==> src/rtl/ps2_pkg.sv <==
// Shared PS/2 constants: prefix bytes, Shift scan codes and the frame parity check.
package ps2_pkg;

  localparam logic [7:0] PS2_EXT    = 8'hE0;
  localparam logic [7:0] PS2_BRK    = 8'hF0;
  localparam logic [7:0] PS2_LSHIFT = 8'h12;
  localparam logic [7:0] PS2_RSHIFT = 8'h59;

  // Odd parity over data plus parity bit: the XOR of all nine bits must be 1.
  function automatic logic odd_parity_ok(input logic [8:0] bits);
    return ^bits;
  endfunction

endpackage

==> src/rtl/ps2_keyboard_decoder_if.sv <==
// Bundles the PS/2 pin inputs and the decoded key outputs of the keyboard decoder.
interface ps2_keyboard_decoder_if;

  logic       ps2_clk_async;
  logic       ps2_data_async;
  logic [7:0] scan_code;
  logic [7:0] ascii_code;
  logic       key_pressed;
  logic       key_released;

  modport master (
    output ps2_clk_async, ps2_data_async,
    input  scan_code, ascii_code, key_pressed, key_released
  );

  modport slave (
    input  ps2_clk_async, ps2_data_async,
    output scan_code, ascii_code, key_pressed, key_released
  );

endinterface

==> src/rtl/ps2_keyboard_decoder_rx_frame.sv <==
// PS/2 frame receiver: pin synchronizers, falling-edge detect, 11-bit deframing,
// parity/start/stop checks and a mid-frame idle timeout.
module ps2_rx_frame
  import ps2_pkg::*;
#(
  parameter int TIMEOUT_CYCLES = 50000
) (
  input  logic       clk,
  input  logic       reset,
  input  logic       i_ps2_clk,
  input  logic       i_ps2_data,
  output logic [7:0] rx_byte,
  output logic       rx_valid
);

  localparam int TW = $clog2(TIMEOUT_CYCLES + 1);

  logic [2:0]    r_clk_sync;
  logic [1:0]    r_dat_sync;
  logic [9:0]    r_shift;
  logic [3:0]    r_cnt;
  logic [TW-1:0] r_idle;
  logic          w_fall;
  logic          w_last;
  logic [10:0]   w_frame;

  // Stage [2] is the extra register on the clock line, giving prev=[2], cur=[1].
  assign w_fall  = r_clk_sync[2] & ~r_clk_sync[1];
  assign w_last  = w_fall & (r_cnt == 4'd10);
  assign w_frame = {r_dat_sync[1], r_shift};

  assign rx_byte  = w_frame[8:1];
  assign rx_valid = w_last & ~w_frame[0] & w_frame[10] & odd_parity_ok(w_frame[9:1]);

  // Synchronizers idle at the line's high level.
  always_ff @(posedge clk or posedge reset) begin
    if (reset) begin
      r_clk_sync <= 3'b111;
      r_dat_sync <= 2'b11;
    end else begin
      r_clk_sync <= {r_clk_sync[1:0], i_ps2_clk};
      r_dat_sync <= {r_dat_sync[0], i_ps2_data};
    end
  end

  // Bit shifting, bit counting and discard of a stalled partial frame.
  always_ff @(posedge clk or posedge reset) begin
    if (reset) begin
      r_shift <= 10'd0;
      r_cnt   <= 4'd0;
      r_idle  <= '0;
    end else if (w_fall) begin
      r_shift <= {r_dat_sync[1], r_shift[9:1]};
      r_cnt   <= w_last ? 4'd0 : r_cnt + 4'd1;
      r_idle  <= '0;
    end else if (r_cnt != 4'd0) begin
      if (r_idle == TW'(TIMEOUT_CYCLES - 1)) begin
        r_cnt  <= 4'd0;
        r_idle <= '0;
      end else begin
        r_idle <= r_idle + TW'(1);
      end
    end else begin
      r_idle <= '0;
    end
  end

endmodule

==> src/rtl/ps2_keyboard_decoder.sv <==
// Scan-code-set-2 decoder: prefix/Shift tracking, ASCII translation and key level/pulse outputs.
module ps2_keyboard_decoder
  import ps2_pkg::*;
#(
  parameter int TIMEOUT_CYCLES = 50000
) (
  input logic             clk,
  input logic             reset,
  ps2_keyboard_decoder_if.slave bus
);

  logic [7:0]  w_rx_byte;
  logic        w_rx_valid;
  logic [15:0] w_pair;
  logic [7:0]  w_ascii;
  logic        r_ext;
  logic        r_brk;
  logic        r_shift;
  logic [7:0]  r_scan;
  logic [7:0]  r_ascii;
  logic        r_pressed;
  logic        r_released;

  ps2_rx_frame #(.TIMEOUT_CYCLES(TIMEOUT_CYCLES)) u_rx (
    .clk        (clk),
    .reset      (reset),
    .i_ps2_clk  (bus.ps2_clk_async),
    .i_ps2_data (bus.ps2_data_async),
    .rx_byte    (w_rx_byte),
    .rx_valid   (w_rx_valid)
  );

  // Table entries are {unshifted, shifted} characters.
  always_comb begin
    w_pair = 16'h0000;
    case (w_rx_byte)
      8'h1C: w_pair = {8'h61, 8'h41};  8'h32: w_pair = {8'h62, 8'h42};
      8'h21: w_pair = {8'h63, 8'h43};  8'h23: w_pair = {8'h64, 8'h44};
      8'h24: w_pair = {8'h65, 8'h45};  8'h2B: w_pair = {8'h66, 8'h46};
      8'h34: w_pair = {8'h67, 8'h47};  8'h33: w_pair = {8'h68, 8'h48};
      8'h43: w_pair = {8'h69, 8'h49};  8'h3B: w_pair = {8'h6A, 8'h4A};
      8'h42: w_pair = {8'h6B, 8'h4B};  8'h4B: w_pair = {8'h6C, 8'h4C};
      8'h3A: w_pair = {8'h6D, 8'h4D};  8'h31: w_pair = {8'h6E, 8'h4E};
      8'h44: w_pair = {8'h6F, 8'h4F};  8'h4D: w_pair = {8'h70, 8'h50};
      8'h15: w_pair = {8'h71, 8'h51};  8'h2D: w_pair = {8'h72, 8'h52};
      8'h1B: w_pair = {8'h73, 8'h53};  8'h2C: w_pair = {8'h74, 8'h54};
      8'h3C: w_pair = {8'h75, 8'h55};  8'h2A: w_pair = {8'h76, 8'h56};
      8'h1D: w_pair = {8'h77, 8'h57};  8'h22: w_pair = {8'h78, 8'h58};
      8'h35: w_pair = {8'h79, 8'h59};  8'h1A: w_pair = {8'h7A, 8'h5A};
      8'h45: w_pair = {8'h30, 8'h29};  8'h16: w_pair = {8'h31, 8'h21};
      8'h1E: w_pair = {8'h32, 8'h40};  8'h26: w_pair = {8'h33, 8'h23};
      8'h25: w_pair = {8'h34, 8'h24};  8'h2E: w_pair = {8'h35, 8'h25};
      8'h36: w_pair = {8'h36, 8'h5E};  8'h3D: w_pair = {8'h37, 8'h26};
      8'h3E: w_pair = {8'h38, 8'h2A};  8'h46: w_pair = {8'h39, 8'h28};
      8'h29: w_pair = {8'h20, 8'h20};  8'h5A: w_pair = {8'h0D, 8'h0D};
      8'h66: w_pair = {8'h08, 8'h08};  8'h0D: w_pair = {8'h09, 8'h09};
      8'h76: w_pair = {8'h1B, 8'h1B};
      default: w_pair = 16'h0000;
    endcase
    if (r_ext) begin
      w_ascii = (w_rx_byte == 8'h5A) ? 8'h0D : 8'h00;
    end else begin
      w_ascii = r_shift ? w_pair[7:0] : w_pair[15:8];
    end
  end

  // Prefix/Shift tracking and the registered key outputs, one byte per accept cycle.
  always_ff @(posedge clk or posedge reset) begin
    if (reset) begin
      r_ext      <= 1'b0;
      r_brk      <= 1'b0;
      r_shift    <= 1'b0;
      r_scan     <= 8'h00;
      r_ascii    <= 8'h00;
      r_pressed  <= 1'b0;
      r_released <= 1'b0;
    end else begin
      r_released <= 1'b0;
      if (w_rx_valid) begin
        if (w_rx_byte == PS2_EXT) begin
          r_ext <= 1'b1;
        end else if (w_rx_byte == PS2_BRK) begin
          r_brk <= 1'b1;
        end else if (w_rx_byte == PS2_LSHIFT || w_rx_byte == PS2_RSHIFT) begin
          r_shift <= ~r_brk;
          r_ext   <= 1'b0;
          r_brk   <= 1'b0;
        end else if (r_brk) begin
          r_released <= 1'b1;
          if (w_rx_byte == r_scan) begin
            r_pressed <= 1'b0;
          end
          r_ext <= 1'b0;
          r_brk <= 1'b0;
        end else begin
          r_scan    <= w_rx_byte;
          r_ascii   <= w_ascii;
          r_pressed <= 1'b1;
          r_ext     <= 1'b0;
        end
      end
    end
  end

  assign bus.scan_code    = r_scan;
  assign bus.ascii_code   = r_ascii;
  assign bus.key_pressed  = r_pressed;
  assign bus.key_released = r_released;

endmodule

==> src/flat_wrapper.sv <==
// flat-port wrapper written by rule: the top's interface ports become plain ports
module ps2_keyboard_decoder_flat import ps2_pkg::*;
#(
  parameter int TIMEOUT_CYCLES = 50000
)
  (clk, reset, bus_ps2_clk_async, bus_ps2_data_async, bus_scan_code, bus_ascii_code, bus_key_pressed, bus_key_released);
  ps2_keyboard_decoder_if bus_i ();
  input logic clk;
  input logic reset;
  input wire logic [$bits(bus_i.ps2_clk_async)-1:0] bus_ps2_clk_async;
  input wire logic [$bits(bus_i.ps2_data_async)-1:0] bus_ps2_data_async;
  output wire logic [$bits(bus_i.scan_code)-1:0] bus_scan_code;
  output wire logic [$bits(bus_i.ascii_code)-1:0] bus_ascii_code;
  output wire logic [$bits(bus_i.key_pressed)-1:0] bus_key_pressed;
  output wire logic [$bits(bus_i.key_released)-1:0] bus_key_released;
  assign bus_i.ps2_clk_async = bus_ps2_clk_async;
  assign bus_i.ps2_data_async = bus_ps2_data_async;
  assign bus_scan_code = bus_i.scan_code;
  assign bus_ascii_code = bus_i.ascii_code;
  assign bus_key_pressed = bus_i.key_pressed;
  assign bus_key_released = bus_i.key_released;
  ps2_keyboard_decoder #(.TIMEOUT_CYCLES(TIMEOUT_CYCLES)) u_core (.clk(clk), .reset(reset), .bus(bus_i));
endmodule
==> config.mk <==
export PLATFORM = sky130hd
export DESIGN_NAME = ps2_keyboard_decoder_flat
export DESIGN_NICKNAME = d
export VERILOG_FILES = /design/src/rtl/ps2_pkg.sv /design/src/rtl/ps2_keyboard_decoder_if.sv /design/src/rtl/ps2_keyboard_decoder_rx_frame.sv /design/src/rtl/ps2_keyboard_decoder.sv /design/src/flat_wrapper.sv
export SDC_FILE = /design/constraint.sdc
export NUM_CORES = 1
export LEC_CHECK = 0
export ABC_AREA = 1
export CAP_MARGIN = 15
export CORE_MARGIN = 4
export CORE_UTILIZATION = 50
export CTS_BUF_LIST = sky130_fd_sc_hd__clkbuf_4
export DETAILED_ROUTE_END_ITERATION = 10
export PLACE_DENSITY = 0.69
export RECOVER_POWER = 50
export SKIP_LAST_GASP = 1
export SLEW_MARGIN = 20
export SYNTH_ARGS = -nofsm -noshare
export SYNTH_HDL_FRONTEND = slang
export SYNTH_HIERARCHICAL = 1
export SYNTH_SLANG_ARGS = --single-unit
==> constraint.sdc <==
create_clock -name clk -period 3.78 [get_ports clk]
set_input_delay 0.945 -clock clk [delete_from_list [all_inputs] [get_ports clk]]
set_output_delay 0.945 -clock clk [all_outputs]
set_load 0.02 [all_outputs]
==> results_dict.tcl <==
set metrics [dict create \
    grt_max_degree 36 \
    rsz0062_at_grt "false" \
    ys_seq_area_frac 0.356 \
    power_leakage_nw 2.02 \
    num_antenna_cells 0 \
    wl_per_cell_um 14.2 \
    synthToLayoutAreaGrowth_pct 6.15 \
    die_y_um 96.2 \
    drive_gt1_frac 0.128 \
    grt_overflow_total 0 \
    critical_path_required_ns 3.95 \
    endpoint_kind "async pin" \
    tightestPinTransition_ns 1.77 \
    hold_buffers 0 \
    worstPathMaxFanout 35 \
    final_cells 647 \
    synth_top_cells_by_area "dfrtp_1 32%, nand2_1 15%, nand3_1 6.7%" \
    relSlewSlack -0.180 \
    io_pins 22 \
    hold-worst-slack_ns 0.368 \
    ant_nets 0 \
    antenna_found_initial 0 \
    power.density_nw_per_um2 438 \
    mostFrequentLayoutCells "156 x nand2_1, 53 x nand3_1, 50 x dfrtp_1" \
    cts.reportedPaths.clkPinSlew_ns 0.16 \
    worstSetupStartpointType "input pin" \
    synth.distinct_cells 38 \
    portBuffers 20 \
    outcome "complete, but fails checks" \
    hold_viol 0 \
    max_cap_viol_count 1 \
    dp_cells 639 \
    fillers 740 \
    ys.flop_type "dfrtp_1" \
    core.rowCount 31 \
    core-area_um2 7410 \
    cts_max_level 2 \
    wl_met2_um 4330 \
    via_count 3452 \
    insertion_delay_ns 0.38 \
    via_per_inst 5.34 \
    syn_area_per_cell_um2 7.21 \
    criticalPathCategory "input pin to async pin" \
    yosysWarningCount 6 \
    cts_setup_buffers 0 \
    final_nets 562 \
    start_util 0.525 \
    firstDrtPassIters 5 \
    grt_pass1_vias 3255 \
    finalMaxSlewViolations 36 \
    cts_root_buffer "clkbuf_4" \
    fin_setup_tns_ns 0 \
    clockBufferDepth 2 \
    skew_ns 0.0284 \
    die_area_um2 9250 \
    synth-seq-cells 55 \
    fmax_mhz 376 \
    top_layer "met4" \
    drc 0 \
    ir_drop_mv 0.351 \
    grt_pass1_wl_um 15600 \
    synth_cells 539 \
    first_iter_violations 256 \
    synth_edf_count 0 \
    layout_commonest_cell "nand2_1" \
    cts_resized 0 \
    yosysTopAreaCell "dfrtp_1" \
    critical_path_arrival_ns 2.83 \
    tritoncts "yes" \
    fp.dieW_um 96.2 \
    wl_met1_um 4050 \
    setup_viol 0 \
    wl_met3_um 497 \
    dp_hpwl_um 7000 \
    min_period_over_period 0.704 \
    cts_made_buffers 5 \
    synth.top_cell.area_share 0.322 \
    clock_sinks 55 \
    violations "capacitance limit, slew limit" \
    period_minus_slack_ns 2.66 \
    routed_wl_um 9160 \
    fin_util 0.557 \
    min_path_type "register to register" \
    async_reset_ff_frac 1.00 \
    synth_area_um2 3890 \
    routabilityCongestion 0.974 \
    track_usage 0.216 \
    synth_nets 554 \
]
## path summary, 6_finish.rpt
kind,depth (start not counted),endpoint,slack [ns],start
max,3,u_core/u_rx/r_idle[15],1.12,reset
min,0,u_core/u_rx/r_dat_sync[1],0.37,u_core/u_rx/r_dat_sync[0]
max reg2reg,10,u_core/bus.ascii_code[2],1.28,u_core/u_rx/r_shift[3]
min reg2reg,0,u_core/u_rx/r_dat_sync[1],0.37,u_core/u_rx/r_dat_sync[0]
max in group clk,10,u_core/bus.ascii_code[2],1.28,u_core/u_rx/r_shift[3]
min in group asynchronous,2,u_core/bus.scan_code[3],1.12,reset
## worst max-delay path, stage by stage
cell,delay [ns]
dlygate4sd3_1,0.55
inv_1,0.06
clkbuf_1,1.27
## power by group
group	internal, mW	switching, mW	total, mW
sequential	0.659	0.130	0.789
clock	0.0762	0.186	0.262
combinational	0.261	0.495	0.755
total	0.996	0.810	1.81
## cells in the mapped netlist (7+ instances only)
cell type    n
nand3_1     52
ha_1        11
a21oi_1     18
buf_4       11
o21ai_2      7
nand2_1    156
nor2_1      45
nand2_2     15
dfrtp_1     50
nand4_1      9
nor2_2      13
o21ai_0     22
inv_1       46
xor2_1      19
inv_2        7
## stage by stage
| step | instance area [um2] | power [mW] | setup WS [ns] |
|---|---|---|---|
| 4_1_cts | 4140 | 1.81 | 1.29 |
| 3_5_place_dp | 4080 | 1.55 | 1.32 |
| 5_1_grt | 4130 | 1.95 | 0.791 |
| 2_1_floorplan | 3890 | 1.38 | 1.85 |
| 3_3_place_gp | 4080 | 1.54 | 1.42 |
| 6_report | 4130 | 1.81 | 1.12 |
## kinds of logic (layout without fill, tap and decap cells)
| kind of cell | count (synthesis) | in the layout | share of synthesized area |
|---|---|---|---|
| AO/OA/AOI/OAI | 63 | 63 | 0.100 |
| XOR/XNOR | 24 | 24 | 0.0541 |
| adder cells (fa/ha/maj) | 11 | 11 | 0.0354 |
| buffers and inverters | 77 | 86 | 0.0949 |
| flip-flops | 55 | 55 | 0.356 |
| other | 1 | 1 | 0.000964 |
| AND/OR/NAND/NOR | 308 | 308 | 0.359 |
## routing by layer
| metal | track usage | vias up |
|---|---|---|
| met4 | 0.0735 | 0 |
| met5 | 0 | - |
| li1 | - | 1737 |
| met1 | 0.282 | 1580 |
| met2 | 0.367 | 106 |
| met3 | 0.0274 | 29 |
## registers in the layout, summed over array words and instances, names as in the netlist
register,flops
u_core/r_ext,1
u_core/u_rx/r_clk_sync,3
u_core/bus.key_released,1
u_core/u_rx/r_dat_sync,2
u_core/bus.key_pressed,1
u_core/r_brk,1
u_core/r_shift,1
u_core/u_rx/r_shift,10
u_core/bus.scan_code,8
u_core/bus.ascii_code,7
u_core/u_rx/r_cnt,4
u_core/u_rx/r_idle,16
## final cells by class
type	instances	area, um2	share of cell area
clock buffer	5	37.5	0.00909
clock inverter	3	23.8	0.00576
inverter	54	205	0.0497
multi-input combinational	407	2130	0.516
sequential	55	1380	0.335
tap	99	124	0.0300
timing repair buffer	24	226	0.0549
(Power assumes the default switching activity.)
